### config.mk
export PLATFORM = sky130hd
export DESIGN_NAME = arr_mem_ctl
export DESIGN_NICKNAME = d
export VERILOG_FILES = /design/src/rtl/arr_pkg.sv /design/src/rtl/arr_ram.sv /design/src/rtl/arr_mem_ctl.sv
export SDC_FILE = /design/constraint.sdc
export NUM_CORES = 1
export LEC_CHECK = 0
export ABC_AREA = 1
export CORE_MARGIN = 1
export CORE_UTILIZATION = 40
export DETAILED_ROUTE_END_ITERATION = 12
export PLACE_DENSITY_LB_ADDON = 0.2
export SLEW_MARGIN = 10
export SYNTH_ARGS = -nofsm -noshare
export SYNTH_HDL_FRONTEND = slang
export SYNTH_SLANG_ARGS = --single-unit
### constraint.sdc
create_clock -name clk -period 4.7 [get_ports clk]
set_input_delay 0.94 -clock clk [delete_from_list [all_inputs] [get_ports clk]]
set_output_delay 0.94 -clock clk [all_outputs]
set_load 0.005 [all_outputs]
### src/rtl/arr_pkg.sv
// Shared types and helpers for the owner-arbitrated array memory.
package arr_pkg;

  typedef enum logic [1:0] {
    KERN  = 2'd0,
    HOST  = 2'd1,
    CLEAR = 2'd2
  } owner_e;

  // Address width for n words, never narrower than one bit.
  function automatic int clog2_min1(input int n);
    int w;
    w = 1;
    while ((1 << w) < n) w = w + 1;
    return w;
  endfunction

endpackage

### src/rtl/arr_ram.sv
// Single-port RAM: one write or one read per cycle, registered read address,
// storage is never reset.
module arr_ram #(
  parameter int DATA_W = 64,
  parameter int DEPTH  = 2,
  parameter int ADDR_W = 1
) (
  input  logic              clk,
  input  logic              en,
  input  logic              we,
  input  logic [ADDR_W-1:0] addr,
  input  logic [DATA_W-1:0] wdata,
  output logic [DATA_W-1:0] rdata
);

  logic [DATA_W-1:0] mem [DEPTH];
  logic [ADDR_W-1:0] rd_addr_q;

  // Write the addressed word, or capture the read address for next cycle.
  always_ff @(posedge clk) begin
    if (en && we) mem[addr] <= wdata;
    if (en && !we) rd_addr_q <= addr;
  end

  assign rdata = mem[rd_addr_q];

endmodule

### src/rtl/arr_mem_ctl.sv
// Two-client wrapper around one array: kernel FSM and host port share the
// RAM through an owner FSM, with a clear engine that zeroes every word.
//
//   state | meaning
//   KERN  | kernel owns the array (reset state)
//   HOST  | host owns the array, host_grant high
//   CLEAR | clear engine writes 0 to one address per cycle
module arr_mem_ctl
  import arr_pkg::*;
#(
  parameter int DATA_W = 64,
  parameter int DEPTH  = 2,
  parameter int ADDR_W = clog2_min1(DEPTH)
) (
  input  logic              clk,
  input  logic              rst,
  input  logic              host_req,
  output logic              host_grant,
  input  logic              host_we,
  input  logic [ADDR_W-1:0] host_addr,
  input  logic [DATA_W-1:0] host_wdata,
  output logic [DATA_W-1:0] host_rdata,
  output logic              host_rvalid,
  input  logic              kern_busy,
  input  logic              kern_we,
  input  logic [ADDR_W-1:0] kern_addr,
  input  logic [DATA_W-1:0] kern_wdata,
  output logic [DATA_W-1:0] kern_rdata,
  output logic              kern_rvalid,
  input  logic              clr_start,
  output logic              clr_busy,
  output logic              clr_done
);

  localparam logic [ADDR_W-1:0] LAST = ADDR_W'(DEPTH - 1);

  owner_e            state_q, state_d;
  logic              clr_pend_q;
  logic [ADDR_W-1:0] clr_cnt_q;
  logic              clr_done_q;
  logic              rd_kern_q, rd_host_q, rd_oor_q;

  logic              req_we;
  logic [ADDR_W-1:0] req_addr;
  logic [DATA_W-1:0] req_wdata;
  logic              req_oor;
  logic [DATA_W-1:0] ram_rdata;
  logic [DATA_W-1:0] rd_data;

  function automatic logic in_range(input logic [ADDR_W-1:0] a);
    return 32'(a) < 32'(DEPTH);
  endfunction

  // Owner selection and request mux; the host has priority over a pending clear.
  always_comb begin
    state_d   = state_q;
    req_we    = 1'b0;
    req_addr  = '0;
    req_wdata = '0;
    case (state_q)
      KERN: begin
        req_we    = kern_we;
        req_addr  = kern_addr;
        req_wdata = kern_wdata;
        if (host_req && !kern_busy)        state_d = HOST;
        else if (clr_pend_q && !kern_busy) state_d = CLEAR;
      end
      HOST: begin
        req_we    = host_we;
        req_addr  = host_addr;
        req_wdata = host_wdata;
        if (!host_req) state_d = KERN;
      end
      CLEAR: begin
        req_we    = 1'b1;
        req_addr  = clr_cnt_q;
        req_wdata = '0;
        if (clr_cnt_q == LAST) state_d = KERN;
      end
      default: state_d = KERN;
    endcase
  end

  assign req_oor = !in_range(req_addr);

  arr_ram #(
    .DATA_W (DATA_W),
    .DEPTH  (DEPTH),
    .ADDR_W (ADDR_W)
  ) u_ram (
    .clk   (clk),
    .en    (!req_oor),
    .we    (req_we),
    .addr  (req_addr),
    .wdata (req_wdata),
    .rdata (ram_rdata)
  );

  // Owner state register.
  always_ff @(posedge clk or posedge rst) begin
    if (rst) state_q <= KERN;
    else     state_q <= state_d;
  end

  // Sticky clear request: dropped on entry to CLEAR, ignored while clearing.
  always_ff @(posedge clk or posedge rst) begin
    if (rst)                                       clr_pend_q <= 1'b0;
    else if (state_q == KERN && state_d == CLEAR)  clr_pend_q <= 1'b0;
    else if (clr_start && state_q != CLEAR)        clr_pend_q <= 1'b1;
  end

  // Clear address counter; wraps to 0 after the last word so the next run starts clean.
  always_ff @(posedge clk or posedge rst) begin
    if (rst) begin
      clr_cnt_q  <= '0;
      clr_done_q <= 1'b0;
    end else begin
      clr_done_q <= (state_q == CLEAR) && (clr_cnt_q == LAST);
      if (state_q == CLEAR) clr_cnt_q <= (clr_cnt_q == LAST) ? '0 : clr_cnt_q + 1'b1;
    end
  end

  // Remember which port issued this cycle's read so data returns to it next cycle.
  always_ff @(posedge clk or posedge rst) begin
    if (rst) begin
      rd_kern_q <= 1'b0;
      rd_host_q <= 1'b0;
      rd_oor_q  <= 1'b0;
    end else begin
      rd_kern_q <= (state_q == KERN) && !kern_we;
      rd_host_q <= (state_q == HOST) && !host_we;
      rd_oor_q  <= req_oor;
    end
  end

  assign rd_data     = rd_oor_q ? '0 : ram_rdata;
  assign kern_rdata  = rd_kern_q ? rd_data : '0;
  assign kern_rvalid = rd_kern_q;
  assign host_rdata  = rd_host_q ? rd_data : '0;
  assign host_rvalid = rd_host_q;
  assign host_grant  = (state_q == HOST);
  assign clr_busy    = (state_q == CLEAR);
  assign clr_done    = clr_done_q;

endmodule
==> impl_table.tex, run 1 <==
\begin{tabular}{lr}
\hline
Metric & Value \\
\hline
\multicolumn{2}{l}{\textbf{Floorplan}} \\
\quad DIE HEIGHT & 127 um \\
\quad Count of standard-cell rows & 45 \\
\quad Width of the chip & 127 um \\
\quad Floorplan Core Area & 15,300 um\^{}2 \\
\quad Initial standard-cell utilization of the core & 41.0\% \\
\quad Number of top-level design ports & 270 \\
\quad Area of the die & 16,200 um\^{}2 \\
\multicolumn{2}{l}{\textbf{Pwr}} \\
\quad Net switching power figure & 1490 uW \\
\quad Worst VDD drop & 0.372 mV \\
\quad Logic gate share of total power & 31.3\% \\
\quad Switching share of power & 29.3\% \\
\quad Cell internal pwr & 3600 uW \\
\quad Clock power frac & 28.4\% \\
\quad Total leakage power & 0.00388 uW \\
\quad Portion of total power attributed to sequential cells & 40.3\% \\
\quad Cell area power density & 523 nW/um\^{}2 \\
\quad Power Total & 5100 uW \\
\multicolumn{2}{l}{\textbf{Placed design}} \\
\quad \# port buffers & 269 \\
\quad Placed wire-length estimate after detailed placement & 10.8 mm \\
\quad Placement-stage worst setup slack & 1580 ps \\
\quad Routability congestion estimate & 0.794 \\
\multicolumn{2}{l}{\textbf{Min path}} \\
\quad Number of stages on the worst hold path & 2 \\
\quad HP Class & reg -> reg \\
\quad Startpoint of the worst hold path & u\_ram.rd\_addr\_q\$\_DFFE\_PN\_ \\
\multicolumn{2}{l}{\textbf{CTS}} \\
\quad Sinks on the clock net & 137 \\
\quad Clock-pin slew reported for the worst setup and hold paths after clock tree synthesis & 50 ps \\
\quad Maximum count of clock buffers along a single path & 2 \\
\quad Level count of the clock H-tree & 4 \\
\quad Clock tree from TritonCTS & built \\
\quad Worst skew pair latency & 400 ps \\
\quad Number of buffers added to fix hold violations after cts & 0 \\
\quad Buffer type at the clock tree root & clkbuf\_16 \\
\quad PostCTS Resize Cnt & 0 \\
\quad Number of buffers added by the clock tree synthesis step & 17 \\
\quad Number of post-CTS setup repair buffers & 0 \\
\multicolumn{2}{l}{\textbf{Critical path}} \\
\quad Kind of end point of the critical path & primary output \\
\quad Total buffers and inverters traversed by the critical path & 1 \\
\quad Largest stage delay, worst path & 1060 ps \\
\quad Length in cells of the worst reg-to-reg path & 6 \\
\quad Reg-to-reg slack, setup & 1940 ps \\
\quad Capture point of the worst reg-to-reg path & u\_ram.mem[1][27]\$\_DFFE\_PP\_ \\
\quad Kind of cell adding the most delay to the critical path & flip-flops \\
\quad Data required time at the worst endpoint & 3760 ps \\
\quad Critical path depth & 3 \\
\quad Highest fanout seen on the critical path & 64 \\
\quad Worst EP arrival & 2550 ps \\
\quad Critical-path top delay cell & dfxtp\_4 \\
\quad Worst path cell trace & mux2i\_1, nor2\_1, clkdlybuf4s50\_1 \\
\quad Type of the worst setup path & reg -> out \\
\quad Crit path launch type & flip-flop \\
\quad Critical register-to-register path startpoint & state\_q[0]\$\_DFF\_PP0\_ \\
\multicolumn{2}{l}{\textbf{Timing}} \\
\quad Aggregate negative setup slack & 0 ps \\
\quad Final setup vio count & 0 \\
\quad Final hold viol count & 0 \\
\quad Final Worst Setup Slack & 1210 ps \\
\quad Worst clock skew & 9.04 ps \\
\quad Time the worst path needs with I/O delays and setup & 3490 ps \\
\quad Achievable Freq & 0.287 GHz \\
\quad Final max-slew violation count & 0 \\
\quad Worst rel slew slack & 24.8\% \\
\quad Setup repair after global routing missed its margin & no \\
\quad Worst Max-Slew Pin Slew & 1130 ps \\
\quad Final worst path period share & 74.2\% \\
\multicolumn{2}{l}{\textbf{Yosys}} \\
\quad Post-Synthesis Cells & 593 \\
\quad Fraction of synthesis flops using an asynchronous set or reset pin & 5.11\% \\
\quad Flip-flop and latch count after synthesis & 137 \\
\quad Count of flip-flops with a built-in enable after synthesis & 129 \\
\quad Count of synthesis-stage warnings from yosys & 0 \\
\quad Library cells used by synthesis & 17 \\
\quad Biggest area consumer among synthesized cells & edfxtp\_1 \\
\quad Sequential-to-total area share from yosys stat & 65.0\% \\
\quad Most area-consuming cells after synthesis & edfxtp\_1 62\%, nand2\_1 12\%, mux2i\_1 10\% \\
\quad Cell with the most instances after synthesis & nand2\_1 \\
\quad Top cell type's share of synthesized area & 61.8\% \\
\quad Most common library cells after synthesis & 201 x nand2\_1, 132 x nor2\_1, 129 x edfxtp\_1 \\
\quad Synthesized area per cell & 10.6 um\^{}2 \\
\quad Synthesized net count & 730 \\
\quad Main synth FF type & edfxtp\_1 \\
\quad Post-Synthesis Cell Area & 6260 um\^{}2 \\
\multicolumn{2}{l}{\textbf{Global route}} \\
\quad Antenna violations before repair & 0 \\
\quad Pin count of the biggest net entering global routing & 66 \\
\quad GR Overflow Total & 0 \\
\quad Wire length of the first global-routing pass & 24.0 mm \\
\quad Via count of the first global-routing pass & 4,984 \\
\quad Overall fraction of global-route tracks in use & 19.5\% \\
\multicolumn{2}{l}{\textbf{Finish}} \\
\quad Fill cell count & 1,196 \\
\quad Ant diodes & 0 \\
\quad Fraction of layout cells with a size suffix above 1 & 4.75\% \\
\quad Nets & 990 \\
\quad Final core area utilization & 63.9\% \\
\quad Synthesis-to-layout area growth & 55.7\% \\
\multicolumn{2}{l}{\textbf{Route}} \\
\quad Initial DRC count & 229 \\
\quad Total Wirelength & 15.5 mm \\
\quad Highest signal layer in the routed design & met4 \\
\quad Average detailed-routed wire length per instance & 14.4 um \\
\quad Wire length on met1 & 6.49 mm \\
\quad Wire length on met3 & 892 um \\
\quad Detail-routed via count per cell & 4.62 \\
\quad Total length of routed met2 wires & 7.93 mm \\
\quad ANT nets after route & 0 \\
\quad DRT Pass-1 Iters & 4 \\
\quad Detailed-route DRC error count & 0 \\
\quad Total vias in the final route & 4,969 \\
\multicolumn{2}{l}{\textbf{Flow run}} \\
\quad Maximum capacitance violations & 0 \\
\multicolumn{2}{l}{\textbf{Outcome}} \\
\quad Outcome & completed \\
\hline
\end{tabular}
==> registers in the layout, summed over array words and instances, names as in the netlist, named ones only <==
signal	flops
clr_done	1
state_q	2
clr_pend_q	1
kern_rvalid	1
host_rvalid	1
u_ram.mem	128
clr_cnt_q	1
u_ram.rd_addr_q	1
==> layout make-up <==
| type | instances | area [um^2] | area share, % |
|---|---|---|---|
| clock buffer | 17 | 425 | 4.36 |
| clock inverter | 13 | 228 | 2.33 |
| multi-input combinational | 407 | 1960 | 20.1 |
| inverter | 16 | 60.1 | 0.616 |
| timing repair buffer | 274 | 2740 | 28.1 |
| tap | 211 | 264 | 2.71 |
| sequential | 137 | 4070 | 41.8 |
==> cell families after synthesis <==
group	Yosys count	synth area share, %
flops	137	65.0
compound gates	3	0.280
buf+inv	49	3.92
simple gates	339	20.5
xor+xnor	1	0.140
mux	64	10.2
==> worst register-to-register path: cells and delay by family, from the launching register on <==
family | cells | cell delay [ps]
buffers and inverters | 2 | 920
and+or+nand+nor | 4 | 1040
DFF | 1 | 470
==> power by group through the flow <==
| stage | Combinational, uW | Sequential, uW | Clock (uW) |
|---|---|---|---|
| 2_1_floorplan | 960 | 1950 | 0 |
| 3_3_place_gp | 1590 | 2070 | 0 |
| 3_5_place_dp | 1620 | 2090 | 0 |
| 4_1_cts | 1630 | 2070 | 1470 |
| 5_1_grt | 1760 | 2100 | 1520 |
| 6_report | 1600 | 2060 | 1450 |
==> per-layer routing <==
layer | GRT usage, % | up-vias
met1 | 22.2 | 2299
li1 | - | 2475
met2 | 35.6 | 181
met4 | 6.30 | 0
met5 | 0 | -
met3 | 5.03 | 14
==> metrics by stage <==
step	instance area [um^2]	cells	hold WS, ps
2_1_floorplan	6260	593	449
3_3_place_gp	9100	1045	473
3_5_place_dp	9100	1045	483
4_1_cts	9750	1075	497
5_1_grt	9750	1075	507
6_report	9750	1075	496
==> cell usage in the layout, fill, tap and decap left out, types with 5 or more instances in the layout <==
cell type	instances
bufinv_16	6
edfxtp_1	129
dfrtp_1	7
clkdlybuf4s50_1	269
mux2i_1	64
inv_2	5
nor2_1	131
clkbuf_16	17
nand2_1	201
inv_1	11
==> worst max-delay path by stage <==
stage	to
finish	kern_rdata[26]
global route	kern_rdata[18]
CTS	kern_rdata[26]
detailed placement	kern_rdata[26]
global placement	u_ram.mem[1][21]$_DFFE_PP_
floorplan	u_ram.mem[0][0]$_DFFE_PP_
Note: power is estimated with default switching activity, not from simulation.
==> inputs of run 2 (changes only) <==
Clock period 4.7 ns to 3.5 ns, I/O delays scaled along.
==> impl_table.tex, run 2 (same netlist as run 1, synthesis figures left out) <==
\begin{tabular}{lr}
\hline
Metric & Value \\
\hline
\multicolumn{2}{l}{\textbf{Finish}} \\
\quad Ant diodes & 0 (unchanged) \\
\quad Register ranked first by flip-flop count & u\_ram.mem (unchanged) \\
\quad Fraction of layout cells with a size suffix above 1 & 5.52\% (was 4.75\%) \\
\quad Fill cell count & 1,182 (was 1,196) \\
\quad Highest-count cells in the layout ignoring fill and taps & 269 x clkdlybuf4s50\_1, 201 x nand2\_1, 131 x nor2\_1, 129 x edfxtp\_1, 64 x mux2i\_1 (unchanged) \\
\quad Nets & 994 (was 990) \\
\quad Final standard cell count with taps included and fillers excluded & 1,081 (was 1,075) \\
\quad Synthesis-to-layout area growth & 56.0\% (was 55.7\%) \\
\quad Leading cell type in the layout, fill and taps excluded & clkdlybuf4s50\_1 (unchanged) \\
\quad Largest register FFs & 128 (unchanged) \\
\quad Leading registers by flop count & u\_ram.mem x128, state\_q x2 (unchanged) \\
\quad Final core area utilization & 64.0\% (was 63.9\%) \\
\multicolumn{2}{l}{\textbf{Critical path}} \\
\quad Largest stage delay, worst path & 470 ps (was 1060 ps) \\
\quad Kind of end point of the critical path & primary output (unchanged) \\
\quad Highest fanout seen on the critical path & 35 (was 64) \\
\quad Total buffers and inverters traversed by the critical path & 3 (was 1) \\
\quad Crit path launch type & flip-flop (unchanged) \\
\quad Data required time at the worst endpoint & 2800 ps (was 3760 ps) \\
\quad Type of the worst setup path & reg -> out (unchanged) \\
\quad Worst path cell trace & inv\_2, buf\_4, nor2\_1, clkdlybuf4s50\_1 (was mux2i\_1, nor2\_1, clkdlybuf4s50\_1) \\
\quad Kind of cell adding the most delay to the critical path & buffers and inverters (was flip-flops) \\
\quad Critical-path top delay cell & inv\_2 (was dfxtp\_4) \\
\quad Worst EP arrival & 2310 ps (was 2550 ps) \\
\multicolumn{2}{l}{\textbf{Route}} \\
\quad Initial DRC count & 234 (was 229) \\
\quad ANT nets after route & 0 (unchanged) \\
\quad Total Wirelength & 16.1 mm (was 15.5 mm) \\
\quad Average detailed-routed wire length per instance & 14.9 um (was 14.4 um) \\
\quad Detailed-route DRC error count & 0 (unchanged) \\
\quad DRT Pass-1 Iters & 6 (was 4) \\
\quad Total vias in the final route & 5,010 (was 4,969) \\
\quad Detail-routed via count per cell & 4.63 (was 4.62) \\
\multicolumn{2}{l}{\textbf{CTS}} \\
\quad Maximum count of clock buffers along a single path & 2 (unchanged) \\
\quad Number of buffers added by the clock tree synthesis step & 17 (unchanged) \\
\quad Number of buffers added to fix hold violations after cts & 0 (unchanged) \\
\quad Buffer type at the clock tree root & clkbuf\_16 (unchanged) \\
\quad Worst skew pair latency & 420 ps (was 400 ps) \\
\quad PostCTS Resize Cnt & 0 (unchanged) \\
\quad Clock-pin slew reported for the worst setup and hold paths after clock tree synthesis & 60 ps (was 50 ps) \\
\quad Number of post-CTS setup repair buffers & 0 (unchanged) \\
\quad Level count of the clock H-tree & 4 (unchanged) \\
\quad Sinks on the clock net & 137 (unchanged) \\
\quad Clock tree from TritonCTS & built (unchanged) \\
\multicolumn{2}{l}{\textbf{Timing}} \\
\quad Worst clock skew & 15.7 ps (was 9.04 ps) \\
\quad Aggregate negative setup slack & 0 ps (unchanged) \\
\quad Final hold viol count & 0 (unchanged) \\
\quad Worst Max-Slew Pin Slew & 823 ps (was 1130 ps) \\
\quad Final worst path period share & 86.0\% \\
\quad Final setup vio count & 0 (unchanged) \\
\quad Time the worst path needs with I/O delays and setup & 3010 ps \\
\quad Achievable Freq & 0.332 GHz \\
\quad Setup repair after global routing missed its margin & no (unchanged) \\
\quad Final max-slew violation count & 0 (unchanged) \\
\quad Worst rel slew slack & 45.0\% (was 24.8\%) \\
\multicolumn{2}{l}{\textbf{Flow run}} \\
\quad Maximum capacitance violations & 0 (unchanged) \\
\multicolumn{2}{l}{\textbf{Pwr}} \\
\quad Portion of total power attributed to sequential cells & 39.7\% (was 40.3\%) \\
\quad Worst VDD drop & 0.367 mV (was 0.372 mV) \\
\quad Net switching power figure & 2080 uW (was 1490 uW) \\
\quad Cell internal pwr & 4660 uW (was 3600 uW) \\
\quad Total leakage power & 0.00389 uW (was 0.00388 uW) \\
\quad Clock power frac & 26.7\% (was 28.4\%) \\
\quad Logic gate share of total power & 33.7\% (was 31.3\%) \\
\quad Switching share of power & 30.8\% (was 29.3\%) \\
\quad Cell area power density & 690 nW/um\^{}2 (was 523 nW/um\^{}2) \\
\multicolumn{2}{l}{\textbf{Outcome}} \\
\quad Outcome & completed (unchanged) \\
\multicolumn{2}{l}{\textbf{Floorplan}} \\
\quad Initial standard-cell utilization of the core & 41.0\% (unchanged) \\
\quad Width of the chip & 127 um (unchanged) \\
\quad Area of the die & 16,200 um\^{}2 (unchanged) \\
\quad Number of top-level design ports & 270 (unchanged) \\
\quad DIE HEIGHT & 127 um (unchanged) \\
\quad Floorplan Core Area & 15,300 um\^{}2 (unchanged) \\
\quad Count of standard-cell rows & 45 (unchanged) \\
\multicolumn{2}{l}{\textbf{Global route}} \\
\quad Antenna violations before repair & 0 (unchanged) \\
\quad GR Overflow Total & 0 (unchanged) \\
\quad Wire length of the first global-routing pass & 24.6 mm (was 24.0 mm) \\
\quad Via count of the first global-routing pass & 4,913 (was 4,984) \\
\quad Busiest metal layer after global routing & met2 (unchanged) \\
\quad GR met3 Demand/Resource & 4.15\% (was 5.03\%) \\
\quad Overall fraction of global-route tracks in use & 20.2\% (was 19.5\%) \\
\quad Pin count of the biggest net entering global routing & 65 (was 66) \\
\quad Met2 global-route usage & 37.1\% (was 35.6\%) \\
\quad Routing usage on met1 & 22.9\% (was 22.2\%) \\
\multicolumn{2}{l}{\textbf{Min path}} \\
\quad HP Class & reg -> reg (unchanged) \\
\multicolumn{2}{l}{\textbf{Placed design}} \\
\quad \# port buffers & 269 (unchanged) \\
\quad Routability congestion estimate & 0.782 (was 0.794) \\
\quad Placed wire-length estimate after detailed placement & 11.0 mm (was 10.8 mm) \\
\quad Cell count after placement & 1,049 (was 1,045) \\
\hline
\end{tabular}
[run 2: changes by cell type in the layout (fill, tap and decap cells not counted), moves of 3 or more]
cell and change:
inv_6 +3, clkinv_2 +3, bufinv_16 -3, buf_12 +3
[run 2: worst paths after layout]
check                      depth (start not counted)                   endpoint                   from  slack (ps)
hold reg to reg                                    1      clr_cnt_q$_DFFE_PP0N_  clr_cnt_q$_DFFE_PP0N_         500
max in group asynchronous                          2      host_rvalid$_DFF_PP0_                    rst        2750
hold / removal                                     1      clr_cnt_q$_DFFE_PP0N_  clr_cnt_q$_DFFE_PP0N_         500
setup reg to reg                                   6  u_ram.mem[1][5]$_DFFE_PP_   state_q[1]$_DFF_PP0_        1120
setup / recovery                                   4             host_rdata[62]  host_rvalid$_DFF_PP0_         490
min in group asynchronous                          2     clr_pend_q$_DFFE_PP0P_                    rst         520
[run 2: power groups by stage]
stage / Clock (uW) / Combinational [uW] / Sequential, uW
5_1_grt: 1900 / 2490 / 2720
3_5_place_dp: 0 / 2300 / 2710
2_1_floorplan: 0 / 1290 / 2610
3_3_place_gp: 0 / 2240 / 2690
6_report: 1800 / 2270 / 2670
4_1_cts: 1830 / 2310 / 2680
[run 2: layout make-up]
class | count | area, um^2 | area share (%)
Timing Repair Buffer | 278 | 2810 | 28.8
Multi-Input combinational cell | 407 | 1960 | 20.1
Inverter | 16 | 60.1 | 0.615
Sequential cell | 137 | 4070 | 41.7
Tap cell | 211 | 264 | 2.70
Clock inverter | 15 | 174 | 1.78
Clock buffer | 17 | 425 | 4.36
[run 2: per-stage QoR]
| stage | setup WS (ps) | hold WS (ps) | total power (uW) | area [um^2] |
|---|---|---|---|---|
| 2_1_floorplan | 466 | 449 | 3900 | 6270 |
| 5_1_grt | 334 | 512 | 7100 | 9770 |
| 4_1_cts | 456 | 495 | 6820 | 9770 |
| 3_5_place_dp | 912 | 482 | 5010 | 9170 |
| 3_3_place_gp | 953 | 479 | 4930 | 9170 |
| 6_report | 489 | 495 | 6740 | 9770 |
[run 2: layer usage]
layer	routed length (um)	up-vias
li1	-	2487
met1	6440	2303
met2	8440	195
met3	928	25
met4	316	0
met5	0	-
